[src/rtl/eng_pipe_pkg.sv]
// Shared engine-pipe types: ROM PC type and fetch-agent FSM states.
package eng_pipe_pkg;

    localparam int unsigned ROM_PC_W = 8;

    typedef logic [ROM_PC_W-1:0] rom_pc_t;

    typedef enum logic [1:0] {
        FA_IDLE  = 2'd0,
        FA_RUN   = 2'd1,
        FA_ABORT = 2'd2
    } fa_state_t;

endpackage

[src/rtl/eng_pipe_fa_wdog.sv]
// Saturating per-microprogram issue counter with limit flag.
module eng_pipe_fa_wdog #(
    parameter int unsigned STEP_MAX = 255
) (
    input  logic clk,
    input  logic arst_n,
    input  logic clr,
    input  logic inc,
    output logic at_max
);

    localparam int unsigned CNT_W = (STEP_MAX < 1) ? 1 : $clog2(STEP_MAX + 1);

    logic [CNT_W-1:0] cnt;

    // clr restarts the count; clr together with inc counts the first issue
    always_ff @(posedge clk or negedge arst_n) begin
        if (!arst_n) begin
            cnt <= '0;
        end else if (clr) begin
            cnt <= inc ? CNT_W'(1) : '0;
        end else if (inc && !at_max) begin
            cnt <= cnt + CNT_W'(1);
        end
    end

    assign at_max = (cnt >= CNT_W'(STEP_MAX));

endmodule

[src/rtl/eng_pipe_fa.sv]
// Fetch agent: sequences microcode PCs to XA, handles stall/redirect/done,
// and aborts on PC wrap or watchdog exhaustion.
module eng_pipe_fa
    import eng_pipe_pkg::*;
#(
    parameter int unsigned PC_W     = 8,
    parameter int unsigned STEP_MAX = 255
) (
    input  logic            clk,
    input  logic            arst_n,
    input  logic            i_cmd_vld,
    input  logic [PC_W-1:0] i_cmd_pc,
    output logic            o_cmd_rdy,
    output logic            o_fa_vld_r,
    output logic [PC_W-1:0] o_fa_pc_r,
    input  logic            i_xa_stall,
    input  logic            i_xa_redirect_vld,
    input  logic [PC_W-1:0] i_xa_redirect_pc,
    input  logic            i_xa_done,
    output logic            o_busy_r,
    output logic            o_err_r
);

    fa_state_t state;
    logic      wd_clr;
    logic      wd_inc;
    logic      at_max;
    logic      pc_last;

    assign pc_last   = &o_fa_pc_r;
    assign o_cmd_rdy = (state == FA_IDLE);

    // Watchdog control: count every issued PC, restart on new or finished program
    always_comb begin
        wd_clr = 1'b0;
        wd_inc = 1'b0;
        case (state)
            FA_IDLE: begin
                if (i_cmd_vld) begin
                    wd_clr = 1'b1;
                    wd_inc = 1'b1;
                end
            end
            FA_RUN: begin
                if (i_xa_done) begin
                    wd_clr = 1'b1;
                end else if (i_xa_redirect_vld) begin
                    wd_inc = !at_max;
                end else if (!i_xa_stall) begin
                    wd_inc = !at_max && !pc_last;
                end
            end
            FA_ABORT: wd_clr = 1'b1;
            default:  wd_clr = 1'b1;
        endcase
    end

    eng_pipe_fa_wdog #(
        .STEP_MAX (STEP_MAX)
    ) u_wdog (
        .clk    (clk),
        .arst_n (arst_n),
        .clr    (wd_clr),
        .inc    (wd_inc),
        .at_max (at_max)
    );

    // FSM with registered fetch, busy and error outputs
    always_ff @(posedge clk or negedge arst_n) begin
        if (!arst_n) begin
            state      <= FA_IDLE;
            o_fa_vld_r <= 1'b0;
            o_fa_pc_r  <= '0;
            o_busy_r   <= 1'b0;
            o_err_r    <= 1'b0;
        end else begin
            o_err_r <= 1'b0;
            case (state)
                FA_IDLE: begin
                    if (i_cmd_vld) begin
                        state      <= FA_RUN;
                        o_fa_pc_r  <= i_cmd_pc;
                        o_fa_vld_r <= 1'b1;
                        o_busy_r   <= 1'b1;
                    end
                end
                FA_RUN: begin
                    if (i_xa_done) begin
                        state      <= FA_IDLE;
                        o_fa_vld_r <= 1'b0;
                        o_busy_r   <= 1'b0;
                    end else if (i_xa_redirect_vld) begin
                        if (at_max) begin
                            state      <= FA_ABORT;
                            o_fa_vld_r <= 1'b0;
                            o_err_r    <= 1'b1;
                        end else begin
                            o_fa_pc_r  <= i_xa_redirect_pc;
                            o_fa_vld_r <= 1'b1;
                        end
                    end else if (!i_xa_stall) begin
                        if (at_max || pc_last) begin
                            state      <= FA_ABORT;
                            o_fa_vld_r <= 1'b0;
                            o_err_r    <= 1'b1;
                        end else begin
                            o_fa_pc_r <= o_fa_pc_r + PC_W'(1);
                        end
                    end
                end
                FA_ABORT: begin
                    state      <= FA_IDLE;
                    o_fa_vld_r <= 1'b0;
                    o_busy_r   <= 1'b0;
                end
                default: begin
                    state      <= FA_IDLE;
                    o_fa_vld_r <= 1'b0;
                    o_busy_r   <= 1'b0;
                end
            endcase
        end
    end

endmodule

[config.mk]
export PLATFORM = sky130hd
export DESIGN_NAME = eng_pipe_fa
export DESIGN_NICKNAME = d
export VERILOG_FILES = /design/src/rtl/eng_pipe_pkg.sv /design/src/rtl/eng_pipe_fa_wdog.sv /design/src/rtl/eng_pipe_fa.sv
export SDC_FILE = /design/constraint.sdc
export NUM_CORES = 1
export LEC_CHECK = 0
export BUFFER_PORTS_ARGS = -buffer_cell sky130_fd_sc_hd__buf_2
export CORE_ASPECT_RATIO = 1.1
export CORE_MARGIN = 4
export CORE_UTILIZATION = 35
export DETAILED_ROUTE_END_ITERATION = 8
export PLACE_DENSITY = 0.59
export SETUP_SLACK_MARGIN = 0.5
export SLEW_MARGIN = 25
export SYNTH_ARGS = -nofsm -noshare
export SYNTH_HDL_FRONTEND = slang
export SYNTH_HIERARCHICAL = 1
export SYNTH_SLANG_ARGS = --single-unit
[constraint.sdc]
create_clock -name clk -period 3.5 [get_ports clk]
set_input_delay 0 -clock clk [delete_from_list [all_inputs] [get_ports clk]]
set_output_delay 0 -clock clk [all_outputs]
set_load 0.005 [all_outputs]
==> flow_metrics.env, run 1 <==
export IMPL_synth_edf_count=0
export IMPL_syn_instance_count=149
export IMPL_final_cells=238
export IMPL_fillers=376
export IMPL_path_clk_slew_ns=0.09
export IMPL_status="complete, no violations"
export IMPL_required_ns=3.66
export IMPL_postRouteAntennaNets=0
export IMPL_dp_hpwl_um=2550
export IMPL_cp_buffers_inverters=1
export IMPL_path_class="reg -> reg"
export IMPL_grt_pass1_vias=1254
export IMPL_root_buffer="clkbuf_8"
export IMPL_cp_top_family="simple AND/OR/NAND/NOR gates"
export IMPL_dp_slack_ns=0.436
export IMPL_grt_max_degree=22
export IMPL_dpl_instance_area_um2=1620
export IMPL_core_um2=3770
export IMPL_synth_ff_type="dfrtp_1"
export IMPL_hp_class="in -> reg"
export IMPL_layout_drive_gt1_share=0.330
export IMPL_syn2layout_area_growth_pct=22.5
export IMPL_fin_skew_ns=0.00913
export IMPL_clockBufferDepth=2
export IMPL_finalHoldViolCount=0
export IMPL_path_max_fanout=7
export IMPL_slew_violations=0
export IMPL_layout_nets=213
export IMPL_cts_made_buffers=3
export IMPL_yosysSeqAreaShare=0.372
export IMPL_avgSynthCellArea_um2=9.47
export IMPL_layout_commonest_cell="buf_2"
export IMPL_remaining_drc_errors=0
export IMPL_dp_cells=228
export IMPL_total_power_w=0.00112
export IMPL_vias_per_cell=5.34
export IMPL_final_cell_mix="buf_2, dfrtp_1, nand2_1"
export IMPL_critPathCaptureType="flop"
export IMPL_arrival_ns=3.04
export IMPL_fin_ws_ns=0.622
export IMPL_grt_pass1_wl_um=5700
export IMPL_vdd_drop_max_mv=0.143
export IMPL_tightest_slew_ns=0.868
export IMPL_synth_nets=173
export IMPL_gp_congestion=0.748
export IMPL_period_minus_slack_ns=2.88
export IMPL_synth_area_um2=1410
export IMPL_insertion_delay_ns=0.27
export IMPL_avgRoutedWirePerCell_um=14.7
export IMPL_stdcell_area_um2=1730
export IMPL_cts_sinks=21
export IMPL_synth_seq_cells=21
export IMPL_cts_tree="done"
export IMPL_antenna_found_initial=0
export IMPL_grtUsageTotal=0.144
export IMPL_slew_headroom=0.419
export IMPL_wl_um=3500
export IMPL_min_delay_start="i_cmd_pc[4]"
export IMPL_slowest_delay_ns=0.48
export IMPL_crit_path_start="u_wdog/cnt[0]"
export IMPL_yosysTopAreaCellShare=0.372
export IMPL_timing_rr_start="u_wdog/cnt[0]"
export IMPL_ys_types=45
export IMPL_vias=1272
export IMPL_grt_overflow=0
export IMPL_rows=23
export IMPL_die_w_um=68.5
export IMPL_fin_tns_setup_ns=0
export IMPL_io_pins=34
export IMPL_htreeDepth=1
export IMPL_fmax_mhz=347
export IMPL_initial_utilization=0.374
export IMPL_max_cap_viol_count=0
export IMPL_power_leakage_nw=0.767
export IMPL_finalSetupViolations=0
export IMPL_rsz0062_at_grt="false"
export IMPL_yosys_area_top_type="dfrtp_1"
export IMPL_period_share=0.822
export IMPL_p_per_area_nw_per_um2=649
export IMPL_die_h_um=74.6
export IMPL_diodes=0
export IMPL_path_cells="ha_2 -> and3_4 -> and2_2 -> or3b_2 -> o21ai_1 -> buf_4 -> or2_4 -> nand4_1 -> a211oi_2 -> mux2_4"
export IMPL_synthArstFlopShare=1.00
export IMPL_die_area_um2=5110
export IMPL_drtIter0Drc=109
export IMPL_yosysWarningCount=6
export IMPL_dr_pass1_iters=4
export IMPL_critPathSlowestCell="or3b_2"
export IMPL_synth_area_leaders="dfrtp_1, mux2_4, nand2_1"
export IMPL_io_buffers=33
export IMPL_start_kind="flop"
power breakdown:
group	internal, W	switching, W	leakage, nW
clock	0.0000794	0.0000868	0.0255
combinational	0.000270	0.000265	0.479
sequential	0.000318	0.000102	0.263
sequential cells by signal, summed over array words and instances (netlist names):
name	cells
u_wdog/cnt	8
o_err_r	1
o_busy_r	1
o_fa_pc_r	8
state	2
o_fa_vld_r	1
kinds of logic after synthesis:
family,Yosys count,synth area share
multiplexers,9,0.0851
AND/OR/NAND/NOR,60,0.234
flip-flops,21,0.372
buffers and inverters,10,0.0372
adder cells (fa/ha/maj),2,0.0177
XOR/XNOR,3,0.0186
AO/OA/AOI/OAI,44,0.235
per-layer routing:
layer / vias up / GRT usage / share of wire
met5: - / 0 / 0
li1: 638 / - / -
met4: 0 / 0.0353 / 0.0037
met1: 610 / 0.187 / 0.46
met3: 2 / 0.0242 / 0.042
met2: 22 / 0.245 / 0.49
Yosys cell counts (5+ instances only):
cell type / count
dfrtp_1: 21
nand2_1: 15
nor3_1: 10
o21ai_0: 8
nor2_1: 7
a21oi_1: 6
mux2_4: 6
a31oi_1: 5
timing repair:
| action | 4_1_cts | 5_1_grt |
|---|---|---|
| setup buffers | 0 | 3 |
| resized for setup | 1 | 4 |
| pin swaps | 1 | 1 |
| endpoints found under the setup margin | 3 | 5 |
| endpoints found under the hold margin | 24 | 0 |
| hold buffers | 3 | 0 |
final timing paths:
path | to | slack (ns) | cells after the start
setup / recovery | u_wdog/cnt[5] | 0.62 | 10
min in group asynchronous | u_wdog/cnt[0] | 0.23 | 2
max in group asynchronous | o_fa_pc_r[5] | 2.93 | 2
hold reg to reg | o_busy_r | 0.51 | 2
hold / removal | o_fa_pc_r[4] | 0.005 | 3
setup reg to reg | u_wdog/cnt[5] | 0.62 | 10
per-stage QoR:
stage           util  hold slack (ns)
3_3_place_gp   0.429         -0.00583
3_5_place_dp   0.429         -0.00504
6_report       0.459          0.00472
4_1_cts        0.450          0.00336
5_1_grt        0.459          0.00808
2_1_floorplan      -           -0.296
cell type report:
class	instances	area (µm²)	area share
Inverter	4	15.0	0.00868
Sequential cell	21	526	0.304
Clock inverter	1	5.00	0.00289
Multi-Input combinational cell	118	847	0.490
Timing Repair Buffer	41	233	0.135
Clock buffer	3	41.3	0.0239
Tap cell	50	62.6	0.0362
worst reg2reg max path, cell delays in order, from the launching register on:
cell	delay, ns
dfrtp_1	0.42
ha_2	0.23
and3_4	0.20
and2_2	0.23
or3b_2	0.48
o21ai_1	0.15
buf_4	0.15
or2_4	0.15
nand4_1	0.16
a211oi_2	0.28
mux2_4	0.32
(Power assumes the default switching activity.)
==> run 2, diff against run 1 <==
ABC_AREA = 1   (was unset)
PLACE_DENSITY = 0.61   (was 0.59)
clock period = 2.3 ns   (was 3.5 ns; I/O delays follow)
==> run 2 against run 1 <==
Synthesized cell count is 46% higher. Clock power increased by 41%. Die area up 2.5%. Worst setup slack worse by 0.00097 ns.
==> flow_metrics.env, run 2 <==
export IMPL_status="complete, no violations"
export IMPL_final_cells=315
export IMPL_cts_tree="done"
export IMPL_io_buffers=33
export IMPL_synthArstFlopShare=1.00
export IMPL_avgRoutedWirePerCell_um=10.3
export IMPL_die_h_um=75.5
export IMPL_start_kind="flop"
export IMPL_postRouteAntennaNets=0
export IMPL_slew_headroom=0.687
export IMPL_reg2reg_depth=15
export IMPL_power_leakage_nw=1.01
export IMPL_io_pins=34
export IMPL_r2r_slack_ns=0.62
export IMPL_layout_nets=288
export IMPL_avgSynthCellArea_um2=6.66
export IMPL_dp_cells=300
export IMPL_yosysTopAreaCellShare=0.362
export IMPL_min_to="state[0]"
export IMPL_cp_num_cells=15
export IMPL_synth_seq_cells=21
export IMPL_grt_max_degree=22
export IMPL_fin_tns_setup_ns=0
export IMPL_synth_ff_type="dfrtp_1"
export IMPL_required_ns=2.45
export IMPL_pwr_share_clk=0.127
export IMPL_vdd_drop_max_mv=0.489
export IMPL_pwr_share_seq=0.345
export IMPL_path_cells="ha_2 -> nand2_2 -> nor2_4 -> nand2_4 -> inv_4 -> nor2_4 -> inv_2 -> nand2_2 -> nand2_4 -> nand2_8 -> inv_4 -> a21oi_2 -> nand3_1 -> nand2_1 -> inv_1"
export IMPL_max_cap_viol_count=0
export IMPL_fin_skew_ns=0.00504
export IMPL_pwr_share_comb=0.528
export IMPL_gp_congestion=0.805
export IMPL_htreeDepth=1
export IMPL_synth_area_um2=1450
export IMPL_yosys_cell_count_top_type="nand2_1"
export IMPL_critPathSlowestCell="dfrtp_1"
export IMPL_rows=24
export IMPL_cp_top_family="simple AND/OR/NAND/NOR gates"
export IMPL_vias_per_cell=4.54
export IMPL_grt_pass1_wl_um=5880
export IMPL_slew_violations=0
export IMPL_synth_edf_count=0
export IMPL_drtIter0Drc=96
export IMPL_hold_depth=3
export IMPL_wl_um=3250
export IMPL_path_max_fanout=4
export IMPL_switching_share=0.441
export IMPL_yosysWarningCount=6
export IMPL_period_share=0.730
export IMPL_ys_types=23
export IMPL_clockBufferDepth=2
export IMPL_diodes=0
export IMPL_core_um2=3990
export IMPL_insertion_delay_ns=0.26
export IMPL_p_sw_w=0.000813
export IMPL_finalHoldViolCount=0
export IMPL_root_buffer="clkbuf_8"
export IMPL_p_int_w=0.00103
export IMPL_hp_class="in -> reg"
export IMPL_timing_rr_start="u_wdog/cnt[1]"
export IMPL_p_per_area_nw_per_um2=1000
export IMPL_fmax_mhz=595
export IMPL_stdcell_area_um2=1840
export IMPL_die_w_um=69.4
export IMPL_reg_top3="o_fa_pc_r: 8 flops, u_wdog/cnt: 8 flops, state: 2 flops"
export IMPL_arrival_ns=1.83
export IMPL_cts_sinks=21
export IMPL_netlist_top_cells_count="nand2_1, nor2_1, inv_1, dfrtp_1, nand3_1"
export IMPL_final_cell_mix="nand2_1, buf_2, nor2_1"
export IMPL_yosys_area_top_type="dfrtp_1"
export IMPL_dpl_instance_area_um2=1670
export IMPL_cp_buffers_inverters=4
export IMPL_synth_area_leaders="dfrtp_1, nand2_1, nor2_1"
export IMPL_dr_pass1_iters=4
export IMPL_syn2layout_area_growth_pct=26.7
export IMPL_period_minus_slack_ns=1.68
export IMPL_critPathCaptureType="flop"
export IMPL_cts_made_buffers=3
export IMPL_synth_nets=242
export IMPL_remaining_drc_errors=0
export IMPL_layout_commonest_cell="nand2_1"
export IMPL_dp_hpwl_um=2460
export IMPL_layout_drive_gt1_share=0.274
export IMPL_min_delay_start="i_cmd_vld"
export IMPL_rsz0062_at_grt="false"
export IMPL_antenna_found_initial=0
export IMPL_path_clk_slew_ns=0.07
export IMPL_syn_instance_count=218
export IMPL_finalSetupViolations=0
export IMPL_initial_utilization=0.363
export IMPL_yosysSeqAreaShare=0.362
export IMPL_die_area_um2=5240
export IMPL_path_class="reg -> reg"
export IMPL_grt_overflow=0
export IMPL_grtUsageTotal=0.136
export IMPL_r2r_end="u_wdog/cnt[7]"
export IMPL_slowest_delay_ns=0.40
export IMPL_grt_pass1_vias=1346
export IMPL_vias=1430
export IMPL_tightest_slew_ns=0.470
==> run 2: area by class of cell <==
| cell class | count | area (µm²) |
|---|---|---|
| multi-input cells | 168 | 838 |
| clock buffers | 4 | 45.0 |
| well taps | 52 | 65.1 |
| repair buffers | 44 | 258 |
| fillers | 423 | 2150 |
| inverters | 26 | 108 |
| flip-flops and latches | 21 | 526 |
==> run 2: through the flow <==
stage          hold slack, ns  power (W)  utilization  worst slack (ns)
6_report               0.0401    0.00184        0.461             0.621
5_1_grt                0.0805    0.00205        0.461             0.477
4_1_cts                0.0368    0.00178        0.440             0.526
3_5_place_dp          -0.0116    0.00150        0.418             0.342
3_3_place_gp         -0.00737    0.00150        0.418             0.389
2_1_floorplan          -0.296    0.00124            -             0.471
==> run 2: worst min-delay path, cell delays in order <==
cell and delay, ns:
buf_2 0.09, nor2_1 0.07, a21oi_1 0.11
==> run 2: logic make-up after synthesis <==
| group | synth area share |
|---|---|
| and+or+nand+nor | 0.438 |
| buffers and inverters | 0.0853 |
| DFF | 0.362 |
| AOI/OAI and AO/OA | 0.0672 |
| xor gates and xnor gates | 0.0302 |
| adders and majority gates | 0.0172 |
==> run 2: repair_timing <==
item	4_1_cts	5_1_grt
pin swaps	1	4
cloned	0	0
hold buffers	1	0
setup endpoints to repair	8	16
resized for setup	2	10
endpoints found under the hold margin	21	0
buffers inserted	3	7
==> run 2: worst max path at each step <==
stage,from,endpoint
2_1_floorplan,u_wdog/cnt[0],u_wdog/cnt[7]
5_1_grt,u_wdog/cnt[1],u_wdog/cnt[5]
3_3_place_gp,u_wdog/cnt[0],u_wdog/cnt[7]
4_1_cts,u_wdog/cnt[0],u_wdog/cnt[7]
3_5_place_dp,u_wdog/cnt[0],u_wdog/cnt[7]
6_report,u_wdog/cnt[1],u_wdog/cnt[7]
==> run 2: layer usage <==
layer / track usage / routed length [µm] / up-vias
met1: 0.168 / 1490 / 637
met2: 0.237 / 1550 / 29
met5: 0 / 0 / -
met4: 0.0586 / 45 / 0
met3: 0.0237 / 164 / 4
li1: - / - / 760
==> run 2: power groups by stage <==
| stage | Sequential, W | Combinational [W] | Clock (W) |
|---|---|---|---|
| after floorplan | 0.000626 | 0.000618 | 0 |
| after global placement | 0.000643 | 0.000854 | 0 |
| after detailed placement | 0.000647 | 0.000848 | 0 |
| after CTS | 0.000635 | 0.000900 | 0.000247 |
| after global routing | 0.000661 | 0.00112 | 0.000267 |
| final | 0.000635 | 0.000974 | 0.000234 |
